## src/rtl/ifu_fetch.sv

```systemverilog
// Instruction fetch unit: holds the architectural PC, fetches one word per
// req/ready handshake, presents it to decode and advances to npc_in on consume.
module ifu_fetch #(
  parameter logic [31:0] PC_RESET = 32'h0000_3000,
  parameter int          IM_WORDS = 4096
) (
  input  logic        clk,
  input  logic        reset,
  input  logic [31:0] npc_in,
  input  logic        advance,
  output logic        imem_req,
  output logic [31:0] imem_addr,
  input  logic        imem_ready,
  input  logic [31:0] imem_rdata,
  output logic [31:0] pc,
  output logic [31:0] pc_plus_4,
  output logic [31:0] instr,
  output logic        instr_valid,
  output logic        fetch_err,
  output logic [31:0] fetch_count
);

  typedef enum logic [1:0] {
    S_FETCH = 2'd0,
    S_WAIT  = 2'd1,
    S_HOLD  = 2'd2,
    S_ERR   = 2'd3
  } state_t;

  localparam logic [31:0] LP_SPAN = 32'(IM_WORDS) << 2;

  state_t      r_state;
  logic [31:0] r_pc;
  logic [31:0] r_instr;
  logic        r_valid;
  logic        r_err;
  logic [31:0] r_count;

  logic [31:0] w_npc_off;
  logic        w_npc_legal;

  // Offset from PC_RESET; targets below PC_RESET wrap to huge values and fail.
  assign w_npc_off   = npc_in - PC_RESET;
  assign w_npc_legal = (npc_in[1:0] == 2'b00) && (w_npc_off < LP_SPAN);

  always_ff @(posedge clk) begin
    if (reset) begin
      r_state <= S_FETCH;
      r_pc    <= PC_RESET;
      r_instr <= '0;
      r_valid <= 1'b0;
      r_err   <= 1'b0;
      r_count <= '0;
    end else begin
      case (r_state)
        S_FETCH: r_state <= S_WAIT;
        S_WAIT: begin
          if (imem_ready) begin
            r_instr <= imem_rdata;
            r_valid <= 1'b1;
            r_count <= r_count + 32'd1;
            r_state <= S_HOLD;
          end
        end
        S_HOLD: begin
          if (advance) begin
            r_valid <= 1'b0;
            if (w_npc_legal) begin
              r_pc    <= npc_in;
              r_state <= S_FETCH;
            end else begin
              r_err   <= 1'b1;
              r_state <= S_ERR;
            end
          end
        end
        default: r_state <= S_ERR;
      endcase
    end
  end

  // Request is a decode of the state register, suppressed while reset is held.
  assign imem_req    = (r_state == S_FETCH) && !reset;
  assign imem_addr   = r_pc;
  assign pc          = r_pc;
  assign pc_plus_4   = r_pc + 32'd4;
  assign instr       = r_instr;
  assign instr_valid = r_valid;
  assign fetch_err   = r_err;
  assign fetch_count = r_count;

endmodule

```

## config.mk

```make
export PLATFORM = sky130hd
export DESIGN_NAME = ifu_fetch
export DESIGN_NICKNAME = d
export VERILOG_FILES = /design/src/rtl/ifu_fetch.sv
export SDC_FILE = /design/constraint.sdc
export NUM_CORES = 1
export LEC_CHECK = 0
export ABC_AREA = 1
export CORE_UTILIZATION = 45
export CTS_CLUSTER_SIZE = 20
export DETAILED_ROUTE_END_ITERATION = 6
export HOLD_SLACK_MARGIN = 0.12
export PLACE_DENSITY = 0.93
export SLEW_MARGIN = 40
export SYNTH_ARGS = -nofsm -noshare
export SYNTH_HDL_FRONTEND = slang
export SYNTH_SLANG_ARGS = --single-unit
```

## constraint.sdc

```tcl
create_clock -name clk -period 3 [get_ports clk]
set_input_delay 0.6 -clock clk [delete_from_list [all_inputs] [get_ports clk]]
set_output_delay 0.6 -clock clk [all_outputs]
set_load 0.005 [all_outputs]
```

Word-level counts from Yosys, hierarchy flattened
Index checks and enable logic that the tools add are counted.
Storage, ports and cells
  flip-flop bits (word level): 100
  bits of input ports: 68
  logic and storage cells: 33
Cells by class
  bitwise logic cells: 1
  add/sub/neg operators: 3
  order comparisons: 1
  reductions and logical operators: 11
  eq/ne operators: 4
  multiplexer cells: 7
Operators by type and width (count)
  $add A32 B1 Y32 const B: 1
  $add A32 B3 Y32 const B: 1
  $lt A32 B15 Y1 const B: 1
  $sub A32 B14 Y32 const B: 1
  $reduce_and A3 Y1: 3
  $mux W2: 3
  $pmux W2 S3: 1
  $logic_not A2 Y1: 2
  $ne A2 B2 Y1 const B: 2
  $reduce_and A2 Y1: 2
  $eq A2 B1 Y1 const B: 1
  $eq A2 B2 Y1 const B: 1
  $logic_and A1 B1 Y1: 2
  $mux W1: 2
  $pmux W1 S2: 1
  $reduce_bool A2 Y1: 1
  $logic_not A1 Y1: 1
  $not A1 Y1: 1

Depth between registers and ports, before layout
Gate-level depths: netlist of the first run.
  depth after elaboration: 6
  gate-level depth with buffers: 14
  depth with buffers taken out: 13

Worst setup path before layout of the first run
No wires, ideal clock.
  path type: register to output
  start: register r_pc[2], in the netlist imem_addr[2]
  end: output port pc_plus_4[30]
  cell stages (with the launch flop): 10
  arrival: 1672 ps
  setup slack: 728 ps
  path buffers: 0
  cell sequence: dfxtp_1 ha_1 nand2_1 nor3_2 nand4_2 nor3_4 nand2_2 nor2_2 nand2_1 xnor2_1
On the way
  cells in the longest elaborated chain, start to end: 1
Ends and longest elaborated chain
  start, declared: line 33  | logic [31:0] r_pc;
  start signal, assigned: line 69  | r_pc <= npc_in;
  $add A32 B3 Y32: line 86  | assign pc_plus_4 = r_pc + 32'd4;
  end, declared: line 16  | output logic [31:0] pc_plus_4,
No other way between the ends.

Worst setup path after layout of the first run
  start: register r_pc[3], in the netlist imem_addr[3]
  end: output port pc_plus_4[26]
The elaborated chain is that of the path after synthesis.

==> results of run 1 <==
-- flip-flops by register name, summed over array words and instances (netlist names) --
| register | count |
|---|---|
| instr | 32 |
| r_state | 2 |
| instr_valid | 1 |
| fetch_err | 1 |
| imem_addr | 32 |
| fetch_count | 32 |
-- how the worst max path moves through the flow --
stage,startpoint,endpoint,slack [ps]
after detailed placement,imem_addr[3],pc_plus_4[28],-10
after global routing,imem_addr[3],pc_plus_4[26],-90
after global placement,imem_addr[3],pc_plus_4[28],50
final,imem_addr[3],pc_plus_4[26],30
after CTS,imem_addr[2],pc_plus_4[31],-150
after floorplan,imem_addr[2],pc_plus_4[30],730
-- final cells by class --
type / count / area (um2) / area share (%)
Tap cell: 140 / 175 / 2.24
Inverter: 88 / 330 / 4.23
Clock buffer: 9 / 225 / 2.89
Multi-Input combinational cell: 486 / 2500 / 32.1
Clock inverter: 7 / 68.8 / 0.882
Sequential cell: 100 / 2010 / 25.7
Timing Repair Buffer: 257 / 2500 / 32.0
-- per-stage QoR --
stage	std cells	hold WS [ps]
2_1_floorplan	731	447
3_3_place_gp	1058	440
3_5_place_dp	1058	442
4_1_cts	1082	454
5_1_grt	1087	479
6_report	1087	448
-- logic make-up (layout without fill, tap and decap cells) --
| group | Yosys count | count (layout) |
|---|---|---|
| fa+ha+maj | 2 | 2 |
| flops | 100 | 100 |
| xor+xnor | 31 | 31 |
| buf+inv | 145 | 361 |
| simple gates | 373 | 373 |
| compound gates | 80 | 80 |
-- what timing repair did --
action | CTS | global route
buffers inserted | 8 | 5
setup endpoints to repair | 13 | 16
resized for setup | 30 | 15
pin swaps | 11 | 11
-- per-layer routing --
layer	vias to the layer above	GRT usage (%)	routed length (um)
met2	256	43.9	7450
met3	46	7.53	1310
met5	-	0	0
met4	0	12.1	550
met1	2494	26.2	5720
li1	2701	-	-
-- report_power, final --
| part | internal, mW | leakage [nW] | total [mW] | switching (mW) |
|---|---|---|---|---|
| clock network | 0.585 | 0.143 | 1.13 | 0.548 |
| logic | 0.154 | 2.31 | 0.273 | 0.119 |
| registers | 1.35 | 0.810 | 1.37 | 0.0170 |
-- critical path, cell delays in order, from the launching register on --
cell and delay [ps]:
dfxtp_2 350, ha_2 200, nand2_2 90, nor3_4 200, nand4_4 140, nor3_4 250, nand2_2 100, buf_4 150
nor2_2 80, nand2_1 70, xor2_1 150, dlygate4sd2_1 260
-- cells in the final DEF, fill, tap and decap left out, drive strengths merged --
| cell type | instances |
|---|---|
| a21oi | 56 |
| a31o | 1 |
| a31oi | 1 |
| and3 | 2 |
| buf | 29 |
| clkbuf | 10 |
| clkdlybuf4s15 | 2 |
| clkdlybuf4s50 | 214 |
| clkinv | 4 |
| clkinvlp | 1 |
| dfxtp | 100 |
| dlygate4sd2 | 6 |
| dlymetal6s2s | 5 |
| ha | 2 |
| inv | 90 |
| nand2 | 187 |
| nand3 | 46 |
| nand3b | 1 |
| nand4 | 17 |
| nor2 | 91 |
| nor3 | 23 |
| nor3b | 3 |
| nor4 | 3 |
| o21a | 3 |
| o21ai | 17 |
| o21bai | 1 |
| o221a | 1 |
| xnor2 | 11 |
| xor2 | 20 |
==> flow_summary_export.csv, run 1 <==
group,metric,value,unit
status,status,"finished clean",
cts,cts.sinks,100,
synthesis,async_flop_share,0,%
run,cap_violations,0,
floorplanning,core,10900,um2
synthesis,yosys_most_used_dff,"dfxtp_1",
synthesis,yosys_warnings,0,
timing,worst_pin_slew,549,ps
hold_path,hold_class,"register to register",
pwr,p_per_area,356,nW/um2
place,dpl_cell_area,7330,um2
synthesis,synth_top_cell_area_share,39.1,%
critical_path,r2r_slack,1100,ps
final_layout,design_area,7810,um2
critical_path,cp.arrival,2370,ps
global_route,grt.overflow.total,0,
timing,hold_viol,0,
route,drc,0,
cts,clockRootBuffer,"clkbuf_16",
final_layout,nets,1012,
global_route,grt_pass1_vias,5063,
synthesis,syn_inst,731,
critical_path,reg2reg_to,"fetch_count[30]",
critical_path,rr_worst_depth,10,
route,drtIter0Drc,316,
synthesis,yosysMostFrequentCell,"nand2_1",
synthesis,yosys.area_share.xor_xnor,5.31,%
timing,drv_slew,0,
synthesis,synth_top_family_by_area,"simple AND/OR/NAND/NOR gates",
hold_path,whs_path_depth,2,
pwr,irDropWorstVdd,0.389,mV
floorplanning,fp.dieH,109,um
critical_path,r2r_start,"fetch_count[0]",
timing,min_period,2970,ps
synthesis,synth_mux_area_share,0,%
hold_path,hold_start,"fetch_err",
global_route,track_usage,24.6,%
route,via_per_inst,5.06,
timing,post-route-period-util,99.1,%
timing,fin_ws,25.7,ps
final_layout,fin_util,71.4,%
floorplanning,die_w,109,um
synthesis,synthDistinctLibCells,37,
final_layout,nFillCells,838,
synthesis,synth_nets,801,
route,vias,5497,
place,dpl_worst_slack,-14.0,ps
synthesis,synth_commonest_cells,"nand2_1, dfxtp_1, inv_1",
synthesis,seq_area_frac_synth,39.1,%
hold_path,min_to,"fetch_err",
route,ant_nets,0,
critical_path,start_kind,"register",
final_layout,n_antenna_cell,0,
pwr,power.total,2.78,mW
critical_path,end_kind,"output pin",
global_route,grt_pass1_wl,22900,um
floorplanning,fp-row-count,38,
cts,postCtsHoldBufs,0,
cts,cts_max_level,3,
timing,skew,13.7,ps
synthesis,yosys.area_share.simple,33.3,%
final_layout,drive_gt1_share,10.0,%
final_layout,syn_to_final_growth,52.7,%
place,dpl.hpwl,10900,um
timing,finalSetupTns,0,ps
global_route,grt_max_degree,52,
critical_path,crit_fanout,4,
floorplanning,dieArea,11800,um2
critical_path,path_class,"register to output pin",
synthesis,synth_area_leaders,"dfxtp_1, nand2_1, inv_1, a21oi_1, nor2_1",
timing,setup_viol,0,
pwr,p_leak,3.26,nW
route,wirelength,15000,um
cts,cts_tree,"yes",
cts,clk_latency,340,ps
synthesis,synth-edff-count,0,
cts,cts_buffer_depth,2,
synthesis,synth_top_area_cell,"dfxtp_1",
synthesis,synth-compound-area-share,8.25,%
synthesis,synth_adder_area_share,0.489,%
route,firstDrtPassIters,5,
timing,slew_headroom,63.4,%
cts,clkTransAtPathRegs,70,ps
timing,rsz0062_at_grt,"true",
place,finalWeightedCongestion,0.968,
critical_path,cp.required,2400,ps
timing,fmaxAchievable,0.336,GHz
synthesis,yosys_register_bits,100,
route,post_drt_wl_per_cell,13.8,um
floorplanning,io_pins,231,
synthesis,syn_avg_cell_area,7.00,um2
cts,cts_made_buffers,9,
global_route,grt_antenna_before_repair,0,
place,port_buffers,230,
synthesis,synth_area,5110,um2
floorplanning,start_util,46.8,%
Power figures use the tool's default switching activity.
==> run 2, diff against run 1 <==
--- a/config.mk
+++ b/config.mk
@@ -11,6 +11,8 @@
 export DETAILED_ROUTE_END_ITERATION = 6
 export HOLD_SLACK_MARGIN = 0.12
 export PLACE_DENSITY = 0.93
+export RECOVER_POWER = 50
+export SETUP_SLACK_MARGIN = 0.02
 export SLEW_MARGIN = 40
 export SYNTH_ARGS = -nofsm -noshare
 export SYNTH_HDL_FRONTEND = slang
==> run 2 against run 1 <==
Wire length down 1.3%. Sequential share of layout area up 0.28 points. Final cell count down 0.28%. Power down 0.45%. First-iteration DRC count down 2.5%. Sequential power about the same. Non-clock buffer count down 3. Clock-buffer cell count unchanged.
==> flow_summary_export.csv, run 2 (same netlist as run 1, synthesis figures left out) <==
group,metric,value,unit
floorplanning,fp-row-count,38,
route,drc,0,
floorplanning,core,10900,um2
timing,skew,14.2,ps
global_route,grt_max_degree,52,
floorplanning,io_pins,231,
cts,cts_made_buffers,9,
final_layout,nFillCells,854,
final_layout,drive_gt1_share,8.05,%
final_layout,fin_util,70.5,%
route,post_drt_wl_per_cell,13.7,um
route,vias,5502,
place,dpl_worst_slack,-14.0,ps
critical_path,cp.arrival,2360,ps
place,dp_cells,1058,
route,ant_nets,0,
floorplanning,dieArea,11800,um2
global_route,grt.overflow.total,0,
global_route,track_usage,24.6,%
cts,cts.sinks,100,
final_layout,final_cell_mix,"nand2_1, clkdlybuf4s50_1, dfxtp_1",
place,dpl.hpwl,10900,um
route,firstDrtPassIters,6,
pwr,p_per_area,359,nW/um2
timing,rsz0062_at_grt,"true",
route,wirelength,14800,um
critical_path,start_kind,"register",
timing,drv_slew,0,
timing,fmaxAchievable,0.338,GHz
critical_path,cp.required,2400,ps
cts,clkTransAtPathRegs,70,ps
hold_path,hold_class,"register to register",
global_route,grt_pass1_vias,5052,
critical_path,path_class,"register to output pin",
pwr,irDropWorstVdd,0.386,mV
floorplanning,start_util,46.8,%
pwr,p_leak,3.52,nW
final_layout,nets,1009,
timing,worst_pin_slew,713,ps
timing,min_period,2960,ps
timing,setup_viol,0,
final_layout,syn_to_final_growth,50.8,%
floorplanning,die_w,109,um
cts,cts_max_level,3,
final_layout,n_antenna_cell,0,
pwr,power.total,2.76,mW
run,cap_violations,0,
critical_path,crit_fanout,4,
cts,clockRootBuffer,"clkbuf_16",
floorplanning,fp.dieH,109,um
critical_path,end_kind,"output pin",
status,status,"finished clean",
cts,cts_tree,"yes",
global_route,grt_pass1_wl,22900,um
place,port_buffers,230,
timing,hold_viol,0,
cts,cts_buffer_depth,2,
timing,post-route-period-util,98.8,%
timing,slew_headroom,52.4,%
cts,clk_latency,340,ps
critical_path,r2r_slack,850,ps
final_layout,fin_cells,1084,
route,drtIter0Drc,308,
timing,fin_ws,37.1,ps
global_route,grt_antenna_before_repair,0,
place,finalWeightedCongestion,0.968,
final_layout,layout_commonest_cell,"nand2_1",
route,via_per_inst,5.08,
-- run 2: changes by cell type in the layout (fill, tap and decap cells not counted), moves of 3 or more --
cell / delta
buf_4: -7
clkbuf_1: +3
clkdlybuf4s50_1: -93
dlygate4sd3_1: +93
nor2_1: +6
nor2_2: -4
-- run 2: stage by stage --
step / TNS, ps / cell area [um2] / hold slack (ps)
final: 0 / 7710 / 445
after CTS: -15.5 / 7710 / 454
after detailed placement: -14.0 / 7330 / 442
after global placement: 0 / 7330 / 440
after global routing: -101 / 7710 / 476
after floorplan: 0 / 5110 / 447
-- run 2: layout make-up --
type	instances	area (um2)	area share [%]
clock buffers	9	225	2.92
clock inverters	7	68.8	0.892
inverters	88	330	4.28
multi-input cells	486	2450	31.8
flip-flops and latches	100	2000	26.0
well taps	140	175	2.27
repair buffers	254	2450	31.8
-- run 2: final timing paths --
path                   from              end  cells past startpoint
max            imem_addr[3]    pc_plus_4[30]                     10
min               fetch_err        fetch_err                      2
min reg2reg       fetch_err        fetch_err                      2
max reg2reg  fetch_count[0]  fetch_count[30]                     10
-- run 2: repair_timing --
item,in CTS,in global routing
setup buffers,6,4
gates resized for setup,25,15
setup endpoints to repair,14,16
pin swaps,14,10
hold buffers,0,0
-- run 2: where the power goes --
| group | total [mW] | internal [mW] | switching, mW | leakage (nW) |
|---|---|---|---|---|
| clock network | 1.14 | 0.585 | 0.550 | 0.143 |
| logic | 0.261 | 0.144 | 0.117 | 2.57 |
| registers | 1.37 | 1.35 | 0.0150 | 0.810 |
-- run 2: per-layer routing --
metal / wire (um) / track usage (%) / up-vias
met4: 522 / 11.5 / 0
met3: 1280 / 7.53 / 50
li1: - / - / 2697
met1: 5630 / 26.1 / 2497
met2: 7420 / 44.1 / 258
met5: 0 / 0 / -
-- run 2: worst max-delay path, cell delays in order (launching register included) --
cell and delay (ps):
dfxtp_2 350, ha_2 200, nand2_2 90, nor3_4 200, nand4_4 140, nor3_4 270
nand2_2 120, nor2_2 150, nand2_1 80, xnor2_1 180, clkdlybuf4s15_2 230
==> run 3, diff against run 2 <==
--- a/config.mk
+++ b/config.mk
@@ -12,6 +12,7 @@
 export HOLD_SLACK_MARGIN = 0.12
 export PLACE_DENSITY = 0.93
 export RECOVER_POWER = 50
+export REMOVE_ABC_BUFFERS = 1
 export SETUP_SLACK_MARGIN = 0.02
 export SLEW_MARGIN = 40
 export SYNTH_ARGS = -nofsm -noshare
==> run 3 against run 2 <==
Non-clock buffer count rose by 1. Fmax increased by 0.75%. Clock skew shrank 6.0 ps. Via count decreased by 0.98%. Worst hold slack gained 1.5 ps. Flip-flop and latch count is the same. Critical path depth shrank 2. Clock power about the same. Wire length rose by 2.7%. Combinational power about the same. First-iteration DRC count rose by 3.2%.
==> flow_summary_export.csv, run 3 (same netlist as run 1, synthesis figures left out) <==
group,metric,value,unit
status,status,"finished clean",
pwr,p_leak,3.61,nW
cts,cts.sinks,100,
pwr,sw_frac_of_total,23.7,%
timing,drv_slew,0,
timing,min_period,2940,ps
global_route,grt.overflow.total,0,
timing,skew,8.21,ps
route,drtIter0Drc,318,
pwr,p_per_area,353,nW/um2
global_route,grt_pass1_vias,5088,
timing,fin_ws,59.1,ps
route,wirelength,15200,um
cts,clkTransAtPathRegs,60,ps
place,port_buffers,230,
pwr,intPower,2.09,mW
timing,rsz0062_at_grt,"true",
timing,slew_headroom,64.7,%
cts,cts_tree,"yes",
floorplanning,die_w,109,um
cts,cts_made_buffers,9,
critical_path,slowest_delay,570,ps
timing,fmaxAchievable,0.340,GHz
critical_path,end_kind,"output pin",
cts,cts_buffer_depth,2,
final_layout,syn_to_final_growth,51.8,%
critical_path,critPathBufInv,1,
route,vias,5448,
timing,post-route-period-util,98.0,%
floorplanning,core,10900,um2
critical_path,path_class,"register to output pin",
final_layout,layout_commonest_cell,"nand2_1",
final_layout,n_antenna_cell,0,
floorplanning,start_util,46.8,%
critical_path,cp.arrival,2340,ps
final_layout,drive_gt1_share,8.89,%
cts,clk_latency,330,ps
place,finalWeightedCongestion,0.892,
final_layout,final_cell_mix,"nand2_1, dlygate4sd3_1, clkdlybuf4s50_1",
pwr,p_seq_share,49.8,%
route,ant_nets,0,
critical_path,crit_fanout,3,
route,post_drt_wl_per_cell,14.0,um
critical_path,path_depth,8,
floorplanning,dieArea,11800,um2
final_layout,design_area,7760,um2
route,via_per_inst,5.02,
critical_path,crit_path_cell_trace,"nand3_2 > nor2_2 > nand3_2 > nor2_4 > nand2_4 > nor2_4 > xor2_1 > clkdlybuf4s50_1",
floorplanning,fp-row-count,38,
final_layout,nFillCells,851,
run,cap_violations,0,
critical_path,rr_worst_depth,11,
pwr,irDropWorstVdd,0.271,mV
critical_path,start_kind,"register",
pwr,p_clk_share,40.6,%
hold_path,whs_path_depth,2,
global_route,track_usage,25.1,%
global_route,grt_antenna_before_repair,0,
floorplanning,fp.dieH,109,um
timing,hold_viol,0,
critical_path,crit_family,"simple AND/OR/NAND/NOR gates",
place,dpl.hpwl,11100,um
global_route,grt_pass1_wl,23300,um
final_layout,nets,1010,
global_route,grt_max_degree,51,
place,dpl_cell_area,7320,um2
place,dpl_worst_slack,121,ps
floorplanning,io_pins,231,
timing,setup_viol,0,
route,firstDrtPassIters,5,
pwr,combinationalPowerShare,9.6,%
hold_path,hold_class,"register to register",
route,drc,0,
cts,postCtsHoldBufs,0,
cts,cts_max_level,3,
pwr,switching_power,0.651,mW
timing,worst_pin_slew,529,ps
critical_path,slowest_stage,"clkdlybuf4s50_1",
critical_path,cp.required,2400,ps
cts,clockRootBuffer,"clkbuf_16",
[run 3: changes by cell type in the layout (fill, tap and decap cells not counted), moves of 2 or more]
cell,change
dfxtp_2,+3
dlymetal6s2s_1,+2
nor2_2,+2
dfxtp_4,+2
clkdlybuf4s50_1,-14
nor2_1,-2
buf_4,+2
dlygate4sd3_1,+16
inv_8,-2
dfxtp_1,-5
dlygate4sd2_1,-3
[run 3: final cells by class]
| class | count | area [um2] | share of cell area (%) |
|---|---|---|---|
| flip-flops and latches | 100 | 2010 | 25.9 |
| clock buffers | 11 | 243 | 3.13 |
| inverters | 88 | 330 | 4.25 |
| repair buffers | 255 | 2480 | 31.9 |
| multi-input cells | 486 | 2470 | 31.8 |
| well taps | 140 | 175 | 2.26 |
| clock inverters | 5 | 48.8 | 0.629 |
[run 3: layer usage]
layer | track usage, % | part of all wire, %
met1 | 26.1 | 38
met2 | 46.2 | 50
met3 | 7.05 | 8.2
met4 | 11.9 | 3.8
met5 | 0 | 0
[run 3: per-stage QoR]
stage	power [mW]	std cells	utilization (%)	setup TNS [ps]	hold slack (ps)
floorplan	1.49	674	-	0	441
global placement	1.67	1056	66.9	0	438
detailed placement	1.68	1056	66.9	0	440
CTS	2.79	1080	70.4	-218	450
global route	2.85	1085	71.0	-132	474
finish	2.74	1085	71.0	0	447
[run 3: worst register-to-register path, cell delays in order, from the launching register on]
cell and delay [ps]:
dfxtp_1 400, nand3_1 220, nor2_1 190, nand2_1 80, inv_1 160, nand3_1 160
nor2_1 280, nand2_2 160, nor2_4 140, nand2_1 80, o21ai_0 160, nor2_1 50
[run 3: timing repair]
action,4_1_cts,5_1_grt
setup endpoints to repair,15,13
gates resized for setup,19,25
pin swaps,6,6
buffers inserted,8,5
[run 3: power groups by stage]
| stage | Combinational, mW | Sequential (mW) | Clock [mW] |
|---|---|---|---|
| floorplan | 0.0851 | 1.40 | 0 |
| global placement | 0.270 | 1.40 | 0 |
| detailed placement | 0.274 | 1.40 | 0 |
| CTS | 0.276 | 1.37 | 1.15 |
| global route | 0.289 | 1.37 | 1.19 |
| finish | 0.263 | 1.37 | 1.11 |
[run 3: path summary, 6_finish.rpt]
| path | slack, ps | to | from |
|---|---|---|---|
| setup reg to reg | 810 | fetch_count[29] | r_state[0] |
| hold reg to reg | 450 | fetch_err | fetch_err |
| setup / recovery | 60 | pc_plus_4[17] | imem_addr[4] |
| hold / removal | 450 | fetch_err | fetch_err |
